File: config.mk
export PLATFORM = sky130hd
export DESIGN_NAME = fir_stream_source_flat
export DESIGN_NICKNAME = d
export VERILOG_FILES = /design/src/rtl/fir_stream_source_if.sv /design/src/rtl/fir_stream_source.sv /design/src/flat_wrapper.sv
export SDC_FILE = /design/constraint.sdc
export NUM_CORES = 1
export LEC_CHECK = 0
export CAP_MARGIN = 20
export CORE_UTILIZATION = 50
export CTS_BUF_LIST = sky130_fd_sc_hd__clkbuf_4 sky130_fd_sc_hd__clkbuf_8
export DETAILED_ROUTE_END_ITERATION = 7
export PLACE_DENSITY_LB_ADDON = 0.05
export SLEW_MARGIN = 20
export SYNTH_ARGS = -nofsm -noshare
export SYNTH_HDL_FRONTEND = slang
export SYNTH_SLANG_ARGS = --single-unit
File: constraint.sdc
create_clock -name clk_i -period 6.66 [get_ports clk_i]
set_clock_uncertainty 0.05 [all_clocks]
set_input_delay 1.332 -clock clk_i [delete_from_list [all_inputs] [get_ports clk_i]]
set_output_delay 1.332 -clock clk_i [all_outputs]
set_load 0.05 [all_outputs]
File: src/rtl/fir_stream_source_if.sv
// AXI-Stream beat bundle carrying ADC samples into the FIR slave input.
// The master drives data/qualifiers; the slave returns tready.
interface fir_stream_source_if #(
  parameter int DATA_WIDTH = 16,
  parameter int KEEP_WIDTH = 4
);
  logic [DATA_WIDTH-1:0] tdata;
  logic [KEEP_WIDTH-1:0] tkeep;
  logic                  tlast;
  logic                  tvalid;
  logic                  tready;

  modport master (
    output tdata,
    output tkeep,
    output tlast,
    output tvalid,
    input  tready
  );

  modport slave (
    input  tdata,
    input  tkeep,
    input  tlast,
    input  tvalid,
    output tready
  );
endinterface

File: src/rtl/fir_stream_source.sv
// ADC sample strobe -> FIFO -> registered AXI-Stream output framed into FRAME_LEN packets.
// Disabling drains the FIFO and zero-pads the open frame up to its tlast beat.
module fir_stream_source #(
  parameter int DATA_WIDTH = 16,
  parameter int KEEP_WIDTH = 4,
  parameter int FIFO_DEPTH = 16,
  parameter int FRAME_LEN  = 1024,
  parameter int CNT_WIDTH  = 16
) (
  input  logic                          clk_i,
  input  logic                          rst_i,
  input  logic                          enable_i,
  input  logic [DATA_WIDTH-1:0]         adc_data_i,
  input  logic                          adc_valid_i,
  fir_stream_source_if.master           m_axis,
  output logic [$clog2(FIFO_DEPTH):0]   fifo_level_o,
  output logic [CNT_WIDTH-1:0]          overflow_cnt_o,
  output logic [CNT_WIDTH-1:0]          frame_cnt_o,
  output logic                          busy_o
);

  localparam int AW = $clog2(FIFO_DEPTH);
  localparam int LW = AW + 1;
  localparam int IW = (FRAME_LEN > 1) ? $clog2(FRAME_LEN) : 1;
  localparam logic [IW-1:0] LAST_IDX   = IW'(FRAME_LEN - 1);
  localparam logic [LW-1:0] FULL_LEVEL = LW'(FIFO_DEPTH);

  typedef enum logic [1:0] {
    ST_IDLE,
    ST_RUN,
    ST_FLUSH
  } state_t;

  state_t state_q, state_d;

  logic [DATA_WIDTH-1:0] mem [FIFO_DEPTH];
  logic [AW-1:0]         wr_ptr, rd_ptr;
  logic [LW-1:0]         level;

  logic                  out_valid, out_last;
  logic [DATA_WIDTH-1:0] out_data;
  logic [IW-1:0]         load_idx;

  logic fifo_empty, fifo_full, out_free, fire;
  logic pop, pad, load, push, drop;

  assign fifo_empty = (level == '0);
  assign fifo_full  = (level == FULL_LEVEL);
  assign out_free   = !out_valid || m_axis.tready;
  assign fire       = out_valid && m_axis.tready;

  // load_idx tracks the frame position of the next beat entering the output
  // register; loads happen in stream order so it equals the transfer index.
  assign pop  = !fifo_empty && out_free;
  assign pad  = (state_q == ST_FLUSH) && fifo_empty && out_free && (load_idx != '0);
  assign load = pop || pad;
  assign push = (state_q == ST_RUN) && adc_valid_i && (!fifo_full || pop);
  assign drop = (state_q == ST_RUN) && adc_valid_i && !push;

  always_comb begin
    state_d = state_q;
    unique case (state_q)
      ST_IDLE: begin
        if (enable_i) state_d = ST_RUN;
      end
      ST_RUN: begin
        if (!enable_i) begin
          // Skip FLUSH when nothing is left and no frame is open after this edge.
          if (fifo_empty && !push &&
              ((!out_valid && load_idx == '0) || (fire && out_last)))
            state_d = ST_IDLE;
          else
            state_d = ST_FLUSH;
        end
      end
      ST_FLUSH: begin
        if (fifo_empty &&
            ((fire && out_last) || (!out_valid && load_idx == '0)))
          state_d = ST_IDLE;
      end
      default: state_d = ST_IDLE;
    endcase
  end

  always_ff @(posedge clk_i) begin
    if (push) mem[wr_ptr] <= adc_data_i;
  end

  always_ff @(posedge clk_i) begin
    if (rst_i) begin
      state_q        <= ST_IDLE;
      wr_ptr         <= '0;
      rd_ptr         <= '0;
      level          <= '0;
      out_valid      <= 1'b0;
      out_last       <= 1'b0;
      out_data       <= '0;
      load_idx       <= '0;
      overflow_cnt_o <= '0;
      frame_cnt_o    <= '0;
    end else begin
      state_q <= state_d;

      if (push) wr_ptr <= wr_ptr + AW'(1);
      if (pop)  rd_ptr <= rd_ptr + AW'(1);

      unique case ({push, pop})
        2'b10:   level <= level + LW'(1);
        2'b01:   level <= level - LW'(1);
        default: ;
      endcase

      if (load) begin
        out_valid <= 1'b1;
        out_data  <= pop ? mem[rd_ptr] : '0;
        out_last  <= (load_idx == LAST_IDX);
      end else if (fire) begin
        out_valid <= 1'b0;
      end

      if (state_q == ST_IDLE)
        load_idx <= '0;
      else if (load)
        load_idx <= (load_idx == LAST_IDX) ? '0 : load_idx + IW'(1);

      if (drop && overflow_cnt_o != '1)
        overflow_cnt_o <= overflow_cnt_o + CNT_WIDTH'(1);

      if (fire && out_last)
        frame_cnt_o <= frame_cnt_o + CNT_WIDTH'(1);
    end
  end

  assign m_axis.tdata  = out_data;
  assign m_axis.tkeep  = {KEEP_WIDTH{1'b1}};
  assign m_axis.tlast  = out_last;
  assign m_axis.tvalid = out_valid;
  assign fifo_level_o  = level;
  assign busy_o        = (state_q != ST_IDLE);

endmodule

File: src/flat_wrapper.sv
// flat-port wrapper written by rule: the top's interface ports become plain ports
module fir_stream_source_flat 
#(
  parameter int DATA_WIDTH = 16,
  parameter int KEEP_WIDTH = 4,
  parameter int FIFO_DEPTH = 16,
  parameter int FRAME_LEN  = 1024,
  parameter int CNT_WIDTH  = 16
)
  (clk_i, rst_i, enable_i, adc_data_i, adc_valid_i, fifo_level_o, overflow_cnt_o, frame_cnt_o, busy_o, m_axis_tdata, m_axis_tkeep, m_axis_tlast, m_axis_tvalid, m_axis_tready);
  fir_stream_source_if #(.DATA_WIDTH(DATA_WIDTH), .KEEP_WIDTH(KEEP_WIDTH)) m_axis_i ();
  input  logic clk_i;
  input  logic rst_i;
  input  logic enable_i;
  input  logic [DATA_WIDTH-1:0] adc_data_i;
  input  logic adc_valid_i;
  output logic [$clog2(FIFO_DEPTH):0] fifo_level_o;
  output logic [CNT_WIDTH-1:0] overflow_cnt_o;
  output logic [CNT_WIDTH-1:0] frame_cnt_o;
  output logic busy_o;
  output wire logic [$bits(m_axis_i.tdata)-1:0] m_axis_tdata;
  output wire logic [$bits(m_axis_i.tkeep)-1:0] m_axis_tkeep;
  output wire logic [$bits(m_axis_i.tlast)-1:0] m_axis_tlast;
  output wire logic [$bits(m_axis_i.tvalid)-1:0] m_axis_tvalid;
  input wire logic [$bits(m_axis_i.tready)-1:0] m_axis_tready;
  assign m_axis_tdata = m_axis_i.tdata;
  assign m_axis_tkeep = m_axis_i.tkeep;
  assign m_axis_tlast = m_axis_i.tlast;
  assign m_axis_tvalid = m_axis_i.tvalid;
  assign m_axis_i.tready = m_axis_tready;
  fir_stream_source #(.DATA_WIDTH(DATA_WIDTH), .KEEP_WIDTH(KEEP_WIDTH), .FIFO_DEPTH(FIFO_DEPTH), .FRAME_LEN(FRAME_LEN), .CNT_WIDTH(CNT_WIDTH)) u_core (.clk_i(clk_i), .rst_i(rst_i), .enable_i(enable_i), .adc_data_i(adc_data_i), .adc_valid_i(adc_valid_i), .m_axis(m_axis_i), .fifo_level_o(fifo_level_o), .overflow_cnt_o(overflow_cnt_o), .frame_cnt_o(frame_cnt_o), .busy_o(busy_o));
endmodule
After elaboration in Yosys (flattened, before gate mapping)

Memories as Yosys holds them, arrays and structs flattened. A register that Yosys moved wholly into a read port is not among the register bits.
Index checks and enable logic that the tools add are counted.

Bits in latches: 0
Bits in writable memories: 256
Register bits: 75
Memories kept: 1
Logic and storage cells: 73
Bits in read-only memories: 0

Memory list:

| name       | depth | width | read ports | clocked after Yosys merged registers in | wr ports | line                    | source |
|---|---|---|---|---|---|---|---|
| u_core.mem | 16    | 16    | 1          | 1                                       | 1        | fir_stream_source.sv:36 | `logic [DATA_WIDTH-1:0] mem [FIFO_DEPTH];` |

Reductions and logical operators: 31
Eq/ne operators: 10
Multiplexer cells: 14
Add/subtract/negate cells: 7
Div/mod/pow operators: 0
Multiply operators: 0
Shift operators: 0
$lt $le $gt $ge: 0
Bitwise operators: 0

Operators by type and width:

| cell                    | count |
|---|---|
| $add A16 B1 Y16 const B | 2 |
| $mux W16                | 1 |
| $ne A16 B16 Y1 const B  | 1 |
| $logic_and A1 B1 Y1     | 14 |
| $add A10 B1 Y10 const B | 1 |
| $eq A10 B10 Y1 const B  | 1 |
| $logic_not A10 Y1       | 1 |
| $mux W10                | 1 |
| $pmux W5 S2             | 1 |
| $reduce_bool A10 Y1     | 1 |
| $add A4 B1 Y4 const B   | 2 |
| $mux W2                 | 4 |
| $mux W4                 | 2 |
| $ne A2 B2 Y1 const B    | 3 |
| $pmux W2 S3             | 1 |
| $reduce_bool A2 Y1      | 3 |
| $add A5 B1 Y5 const B   | 1 |
| $eq A5 B5 Y1 const B    | 1 |
| $logic_not A5 Y1        | 1 |
| $sub A5 B1 Y5 const B   | 1 |
| $eq A2 B1 Y1 const B    | 2 |
| $eq A2 B2 Y1 const B    | 2 |
| $logic_not A1 Y1        | 4 |
| $logic_or A1 B1 Y1      | 4 |
| other kinds (4)         | 7 |

Depth between registers and ports, before layout

Gate-level depths: netlist (run 1).

Depth after elaboration: 11
Mapped depth: 10
Depth with buffers taken out: 10

Worst setup path before layout (run 1)

Ideal clock, no wire load.

Path kind: in2reg
Start point: input m_axis_tready
End point: memory u_core.mem[3][0], enable pin
Buffers on the path: 0
Required time: 6.201 ns
Arrival time: 3.265 ns
Slack: 2.936 ns
Setup time: 0.409 ns
Stages: 4
Path through: nor2b_1 > a31oi_1 > nand2_1 > nor3_1

Longest elaborated chain between the ends: 6

RTL lines:

| item                          | line                    | source |
|---|---|---|
| from (decl)                   | flat_wrapper.sv:25      | `input wire logic [$bits(m_axis_i.tready)-1:0] m_axis_tready;` |
| $logic_or A1 B1 Y1            | fir_stream_source.sv:49 | `assign out_free = !out_valid \|\| m_axis.tready;` |
| $logic_and A1 B1 Y1           | fir_stream_source.sv:54 | `assign pop = !fifo_empty && out_free;` |
| $logic_or A1 B1 Y1            | fir_stream_source.sv:57 | `assign push = (state_q == ST_RUN) && adc_valid_i && (!fifo_full \|\| pop);` |
| $logic_and A1 B1 Y1           | fir_stream_source.sv:57 |  |
| $mux W1                       | fir_stream_source.sv:86 | `if (push) mem[wr_ptr] <= adc_data_i;` |
| $mux W1 (not written as such) | fir_stream_source.sv:86 |  |
| to (decl)                     | fir_stream_source.sv:36 |  |

No other way between the ends.

Final worst setup path (run 1)

Start point: input m_axis_tready
End point: register u_core.level[4], in the netlist u_core.fifo_level_o[4]

Longest elaborated chain between the ends: 6
Elaborated cells on any way between the ends: 8
Those cells by class: eq/ne (2); mux (1); reduce/logical (5)

RTL lines:

| item                                                     | line                     | source |
|---|---|---|
| $logic_or A1 B1 Y1 (*)                                   | fir_stream_source.sv:49  |  |
| $logic_and A1 B1 Y1 (*)                                  | fir_stream_source.sv:54  |  |
| $logic_or A1 B1 Y1                                       | fir_stream_source.sv:57  |  |
| $logic_and A1 B1 Y1                                      | fir_stream_source.sv:57  |  |
| $eq A2 B1 Y1 / $eq A2 B2 Y1 (equally long branches)      | fir_stream_source.sv:107 | `unique case ({push, pop})` |
| $pmux W5 S2 / $reduce_bool A2 Y1 (equally long branches) | -                        |  |
| to (signal assigned)                                     | fir_stream_source.sv:108 | `2'b10: level <= level + LW'(1);` |
| to (signal assigned)                                     | fir_stream_source.sv:109 | `2'b01: level <= level - LW'(1);` |
| to (decl)                                                | fir_stream_source.sv:38  | `logic [LW-1:0] level;` |

Every way passes the cells marked *; elsewhere a longest branch is shown, timed or not.
A chain may end at the register's enable or synchronous reset.

==> qor.log, run 1 <==
INFO  power_and_ir_drop report.power.total=5.28mW
INFO  grt            gr-total-overflow=0
INFO  sta            final.hold.worst_slack=428ps
INFO  floorplanning  coreArea=26300um2
INFO  setup_path     setup.reg_to_reg.worst_slack=3410ps
INFO  outcome        status=complete, but fails checks
INFO  synthesis      synth_enable_flop_cells=256
INFO  synthesis      netlist_instances=829
INFO  power_and_ir_drop power.clock.fraction=0.324
INFO  power_and_ir_drop power.switching_fraction=0.296
INFO  clocking       clk_latency=570ps
INFO  drt            finalWirelength=30.3mm
INFO  sta            slew_headroom=0.352
INFO  sta            timing.final.max_slew_violations=0
INFO  sta            rsz0062_at_grt=no
INFO  synthesis      yosysWarningCount=0
INFO  sta            setup_total_negative_slack=0ps
INFO  setup_path     timing.critical_path.required=7070ps
INFO  worst_hold_path min_to=u_core.m_axis.tdata[6]
INFO  setup_path     reg2reg_depth=5
INFO  synthesis      synthArstFlopShare=0
INFO  finish         layout.cell_area.non_filler=15700um2
INFO  power_and_ir_drop share_seq_of_total_power=0.458
INFO  grt            first_global_vias=7840
INFO  clocking       htree_num_levels=2
INFO  outcome        failed_checks=design-rule violations
INFO  clocking       cts_buffer_depth=3
INFO  finish         final_layout_size_suffix_gt1_frac=0.199
INFO  sta            fmax=280MHz
INFO  synthesis      post_synthesis_instance_area=13500um2
INFO  drt            drcViolationCount=2
INFO  clocking       clock_sink_count=335
INFO  placement      hpwlAfterDp=18.4mm
INFO  placement      gp_congestion=0.810
INFO  power_and_ir_drop p_int=3.72mW
INFO  clocking       clk_transition_reported_paths=60ps
INFO  drt            post_drt_wl_per_cell=23.0um
INFO  floorplanning  die_y=166um
INFO  clocking       cts_setup_buffers=0
INFO  synthesis      synth_ff_type=edfxtp_1
INFO  floorplanning  num_io_pins=81
INFO  clocking       tritoncts.num_buffers=54
INFO  power_and_ir_drop power.density=337nW/um2
INFO  synthesis      syn_avg_cell_area=16.3um2
INFO  worst_hold_path holdCritPathClass=flip-flop to flip-flop
INFO  run            cap_viol_max_count=0
INFO  drt            detailroute.via_count=7581
INFO  grt            antenna_violations_before_repair=0
INFO  grt            gr-usage-all-layers=0.225
INFO  finish         antenna-diode-count=0
INFO  sta            worst_pin_slew=971ps
INFO  drt            route.detailed.vias_per_inst=5.76
INFO  synthesis      netlist-cell-type-count=58
INFO  worst_hold_path hold-path-cell-count=1
INFO  sta            final_period_minus_worst_setup_slack=3570ps
INFO  clocking       tritoncts_clock_tree=built
INFO  setup_path     critical_path.startpoint_type=input pin
INFO  clocking       cts_root_cell=clkbuf_8
INFO  power_and_ir_drop ir_worst_vdd=0.285mV
INFO  worst_hold_path hold_path.startpoint=u_core.m_axis.tdata[6]
INFO  setup_path     path_class=input pin to flip-flop
INFO  sta            setup_viol=0
INFO  setup_path     worstPathMaxFanout=6
INFO  clocking       cts-hold-fix-buffers=0
INFO  finish         area_delta_synth_final=16.3%
INFO  floorplanning  die_x=166um
INFO  drt            dr.pass1.iters=7
INFO  placement      dpl-instance-area=14600um2
INFO  setup_path     r2r-end=u_core.m_axis.tdata[10]
INFO  floorplanning  dieArea=27600um2
INFO  power_and_ir_drop p_comb_frac=0.218
INFO  clocking       post_cts_resized=0
INFO  finish         num-nets-final=970
INFO  synthesis      synth-seq-cells=335
INFO  sta            finalCritPeriodShare=0.536
INFO  floorplanning  initial_utilization=0.513
INFO  setup_path     critical_path.endpoint_type=flip-flop
INFO  drt            drt_iter0_drc=629
INFO  grt            wire_length_of_the_first_global_routing_pass=46.3mm
INFO  drt            detail-route-antenna-nets=0
INFO  placement      place.port_buffers=76
INFO  grt            grt_max_degree=65
INFO  sta            count_of_final_hold_check_violations=0
INFO  floorplanning  number_of_placement_rows=59
INFO  setup_path     crit_arrival=3980ps
INFO  synthesis      proportion_of_synthesized_chip_area_in_sequential_cells=0.687
INFO  power_and_ir_drop p_leak=4.98nW
INFO  power_and_ir_drop net_load_switching_power=1.56mW
-- Yosys cell counts (all sizes together) (2+ instances only) --
cell       n  share of area
nor3      12         0.0045
ha        12          0.011
nor2b     23          0.011
xnor2     24          0.016
a211oi    19          0.011
o211ai     3         0.0017
mux4      64           0.11
and3       6         0.0028
a22o      16          0.010
xor2      12         0.0078
nor2      65          0.018
buf       21         0.0094
a2111oi    6         0.0067
mux2i     23          0.017
inv       13         0.0036
or4        3         0.0017
a21oi     37          0.015
o21ai     10         0.0040
dfxtp     79           0.12
clkbuf    26         0.0072
nand2b     5         0.0023
or4b       2         0.0015
or3        6         0.0028
a31oi      5         0.0032
and2       4         0.0019
and4       7         0.0045
edfxtp   256           0.57
nor3b      3         0.0017
nand4     12         0.0067
nand2     26         0.0074
nand3     13         0.0048
-- worst max path at each step --
stage	startpoint	end	slack, ps	depth (start not counted)
floorplan	m_axis_tready	u_core.mem[3][0]	2940	4
global placement	m_axis_tready	u_core.mem[7][11]	2210	5
detailed placement	m_axis_tready	u_core.mem[7][11]	2450	5
CTS	m_axis_tready	u_core.mem[7][4]	3070	5
global route	m_axis_tready	u_core.fifo_level_o[4]	2880	11
finish	m_axis_tready	u_core.fifo_level_o[4]	3090	11
-- through the flow --
| stage | setup slack (ps) | utilization | cells |
|---|---|---|---|
| 3_5_place_dp | 2450 | 0.557 | 1215 |
| 4_1_cts | 3070 | 0.597 | 1316 |
| 2_1_floorplan | 2940 | - | 832 |
| 3_3_place_gp | 2210 | 0.556 | 1215 |
| 5_1_grt | 2880 | 0.597 | 1316 |
| 6_report | 3090 | 0.597 | 1316 |
-- area by class of cell --
cell class	instances	area [um2]
multi-input combinational	437	3990
tap	335	419
sequential	335	9280
clock buffer	63	830
clock inverter	38	223
inverter	13	48.8
fill	1980	10600
timing repair buffer	95	898
-- metal layers --
layer	track usage	share of wire	routed length, um
met1	0.306	0.43	13000
met2	0.371	0.49	14700
met3	0.0408	0.065	1980
met4	0.0664	0.019	563
met5	0	0	0
-- power by group through the flow --
stage	registers [mW]	logic [mW]	clock network, mW
final	2.42	1.15	1.71
after global routing	2.44	1.24	1.84
after CTS	2.42	1.16	1.75
after detailed placement	2.47	1.16	0
after global placement	2.46	1.14	0
after floorplan	2.56	0.729	0
-- worst max-delay path: stages --
cell	delay, ps
clkdlybuf4s50_1	450
nor2b_1	450
a21oi_2	150
nand2_1	170
inv_2	90
ha_1	320
nor2b_1	140
o21ai_0	220
nand2_1	140
mux2_2	290
a221oi_1	250
-- cell usage in the layout, fill, tap and decap left out, types with 13 or more instances in the layout --
master           count
edfxtp_1           256
dfxtp_1             76
clkdlybuf4s50_1     75
mux4_2              64
nor2_1              63
clkbuf_8            57
a21oi_1             35
nand2_1             25
xnor2_1             24
nor2b_1             23
mux2i_1             23
a211oi_1            19
buf_4               19
clkinv_1            18
a22o_1              16
clkinv_2            16
nand3_1             13
-- kinds of logic (layout without fill, tap and decap cells) --
| logic type | after synthesis | after routing | share of synthesized area |
|---|---|---|---|
| other | 1 | 4 | 0.000278 |
| AO/OA/AOI/OAI | 102 | 102 | 0.0551 |
| adder cells (fa/ha/maj) | 13 | 13 | 0.0126 |
| flip-flops | 335 | 335 | 0.687 |
| buffers and inverters | 60 | 209 | 0.0202 |
| XOR/XNOR | 36 | 36 | 0.0234 |
| multiplexers | 88 | 88 | 0.125 |
| AND/OR/NAND/NOR | 194 | 194 | 0.0764 |
-- flip-flops by register name, indices dropped and copies added (netlist names), named ones only --
register / count
u_core.mem: 256
u_core.m_axis.tdata: 16
u_core.m_axis.tvalid: 1
u_core.wr_ptr: 4
u_core.state_q: 2
u_core.frame_cnt_o: 16
u_core.overflow_cnt_o: 16
u_core.m_axis.tlast: 1
u_core.rd_ptr: 4
u_core.load_idx: 10
u_core.fifo_level_o: 5
Note: power is estimated with default switching activity, not from simulation.
==> run 2: changes to the inputs <==
Clock period 6.66 ns to 3.6 ns, I/O delays scaled along.
==> qor.log, run 2 (same netlist as run 1, synthesis figures left out) <==
INFO  outcome        status=complete, but fails checks
INFO  outcome        failed_checks=design-rule violations
INFO  grt            wire_length_of_the_first_global_routing_pass=45.2mm
INFO  power_and_ir_drop p_leak=5.10nW
INFO  setup_path     timing.critical_path.to=u_core.fifo_level_o[4]
INFO  sta            worst_pin_slew=1030ps
INFO  clocking       post_cts_resized=0
INFO  floorplanning  die_y=166um
INFO  finish         commonest_non_fill_non_tap_cells_in_the_layout=edfxtp_1, clkdlybuf4s50_1, dfxtp_1, nor2_1, mux4_2
INFO  finish         antenna-diode-count=0
INFO  sta            rsz0062_at_grt=no
INFO  drt            dr.pass1.iters=8
INFO  power_and_ir_drop power.density=623nW/um2
INFO  power_and_ir_drop report.power.total=9.88mW
INFO  sta            setup_viol=0
INFO  setup_path     setup.reg_to_reg.worst_slack=800ps
INFO  finish         post-route-util=0.604
INFO  clocking       cts_root_cell=clkbuf_8
INFO  placement      gp_congestion=0.824
INFO  clocking       cts-hold-fix-buffers=0
INFO  grt            gr-usage-all-layers=0.212
INFO  worst_hold_path holdCritPathClass=flip-flop to flip-flop
INFO  placement      place.port_buffers=76
INFO  setup_path     worstPathMaxFanout=8
INFO  finish         biggest_register=u_core.mem
INFO  clocking       tritoncts_clock_tree=built
INFO  sta            slew_headroom=0.316
INFO  drt            drcViolationCount=2
INFO  setup_path     path_class=flip-flop to flip-flop
INFO  floorplanning  initial_utilization=0.513
INFO  finish         layout_commonest_cell=edfxtp_1
INFO  sta            count_of_final_hold_check_violations=0
INFO  power_and_ir_drop net_load_switching_power=2.78mW
INFO  drt            detailroute.via_count=7551
INFO  setup_path     critical_path.startpoint_type=flip-flop
INFO  setup_path     r2r-end=u_core.fifo_level_o[4]
INFO  setup_path     crit_arrival=3220ps
INFO  setup_path     timing.critical_path.required=4010ps
INFO  sta            setup_total_negative_slack=0ps
INFO  clocking       cts_buffer_depth=3
INFO  drt            route.detailed.vias_per_inst=5.68
INFO  setup_path     critical_path.endpoint_type=flip-flop
INFO  placement      hpwlAfterDp=18.0mm
INFO  run            cap_viol_max_count=0
INFO  floorplanning  coreArea=26300um2
INFO  finish         area_delta_synth_final=17.6%
INFO  worst_hold_path hold_path.startpoint=u_core.m_axis.tdata[0]
INFO  grt            antenna_violations_before_repair=0
INFO  clocking       htree_num_levels=2
INFO  floorplanning  number_of_placement_rows=59
INFO  finish         num-nets-final=983
INFO  power_and_ir_drop p_int=7.11mW
INFO  setup_path     rr_startpoint=u_core.fifo_level_o[0]
INFO  power_and_ir_drop p_comb_frac=0.208
INFO  finish         layout.cell_area.non_filler=15900um2
INFO  clocking       cts_setup_buffers=0
INFO  finish         largest_register_ff_count=256
INFO  clocking       tritoncts.num_buffers=55
INFO  clocking       clock_sink_count=335
INFO  grt            first_global_vias=8005
INFO  floorplanning  die_x=166um
INFO  power_and_ir_drop ir_worst_vdd=0.669mV
INFO  power_and_ir_drop power.switching_fraction=0.281
INFO  placement      dpl-instance-area=14700um2
INFO  drt            drt_iter0_drc=551
INFO  setup_path     reg2reg_depth=10
INFO  floorplanning  dieArea=27600um2
INFO  clocking       clk_transition_reported_paths=60ps
INFO  power_and_ir_drop share_seq_of_total_power=0.459
INFO  grt            gr-total-overflow=0
INFO  floorplanning  num_io_pins=81
INFO  drt            finalWirelength=28.4mm
INFO  sta            finalCritPeriodShare=0.778
INFO  sta            timing.final.max_slew_violations=0
INFO  sta            fmax=357MHz
INFO  drt            post_drt_wl_per_cell=21.3um
INFO  finish         final_layout_size_suffix_gt1_frac=0.219
INFO  grt            grt_max_degree=39
INFO  drt            detail-route-antenna-nets=0
INFO  clocking       clk_latency=570ps
INFO  setup_path     worst_setup_path_startpoint=u_core.fifo_level_o[0]
INFO  power_and_ir_drop power.clock.fraction=0.333
INFO  sta            final_period_minus_worst_setup_slack=2800ps
[run 2: cell count changes in the layout (fill, tap and decap cells not counted), moves of 6 or more]
cell,previous run,this run
clkbuf_8,57,63
clkbuf_4,6,27
clkinv_1,18,8
clkinv_2,16,4
buf_4,19,29
[run 2: final cells by class]
cell class              count  area (um2)
fillers                  1975       10400
flip-flops and latches    335        9280
multi-input cells         437        3980
clock buffers              90        1070
repair buffers            107        1010
well taps                 335         419
clock inverters            13        57.6
inverters                  13        48.8
[run 2: metal layers]
layer / wire length (um) / global-route usage / up-vias
li1: - / - / 3476
met1: 12800 / 0.291 / 3821
met2: 13700 / 0.348 / 213
met3: 1510 / 0.0398 / 41
met4: 409 / 0.0576 / 0
met5: 0 / 0 / -
[run 2: critical path, stage by stage, from the launching register on]
cell and delay (ps):
dfxtp_1 360, nor4_4 600, a21oi_2 140, nand2_1 140, inv_2 80, ha_1 330, nor2b_1 140, o21ai_0 210
nand2_1 130, mux2_2 280, a221oi_1 250
[run 2: worst min path at each step]
stage,end,cells after the start
2_1_floorplan,u_core.state_q[0],1
3_3_place_gp,u_core.m_axis.tdata[5],1
3_5_place_dp,u_core.m_axis.tdata[0],1
4_1_cts,u_core.m_axis.tdata[0],1
5_1_grt,u_core.m_axis.tdata[9],1
6_report,u_core.m_axis.tdata[0],1
[run 2: power by group through the flow]
stage | registers, mW | logic (mW) | clock network (mW)
global route | 4.57 | 2.21 | 3.55
CTS | 4.55 | 2.07 | 3.38
detailed placement | 4.62 | 2.07 | 0
finish | 4.54 | 2.05 | 3.30
global placement | 4.61 | 2.04 | 0
floorplan | 4.73 | 1.35 | 0
[run 2: per-stage QoR]
stage	hold slack [ps]	setup WS, ps	std cells
floorplan	405	398	832
global placement	414	484	1227
detailed placement	416	437	1227
CTS	431	784	1330
global route	445	578	1330
finish	429	798	1330
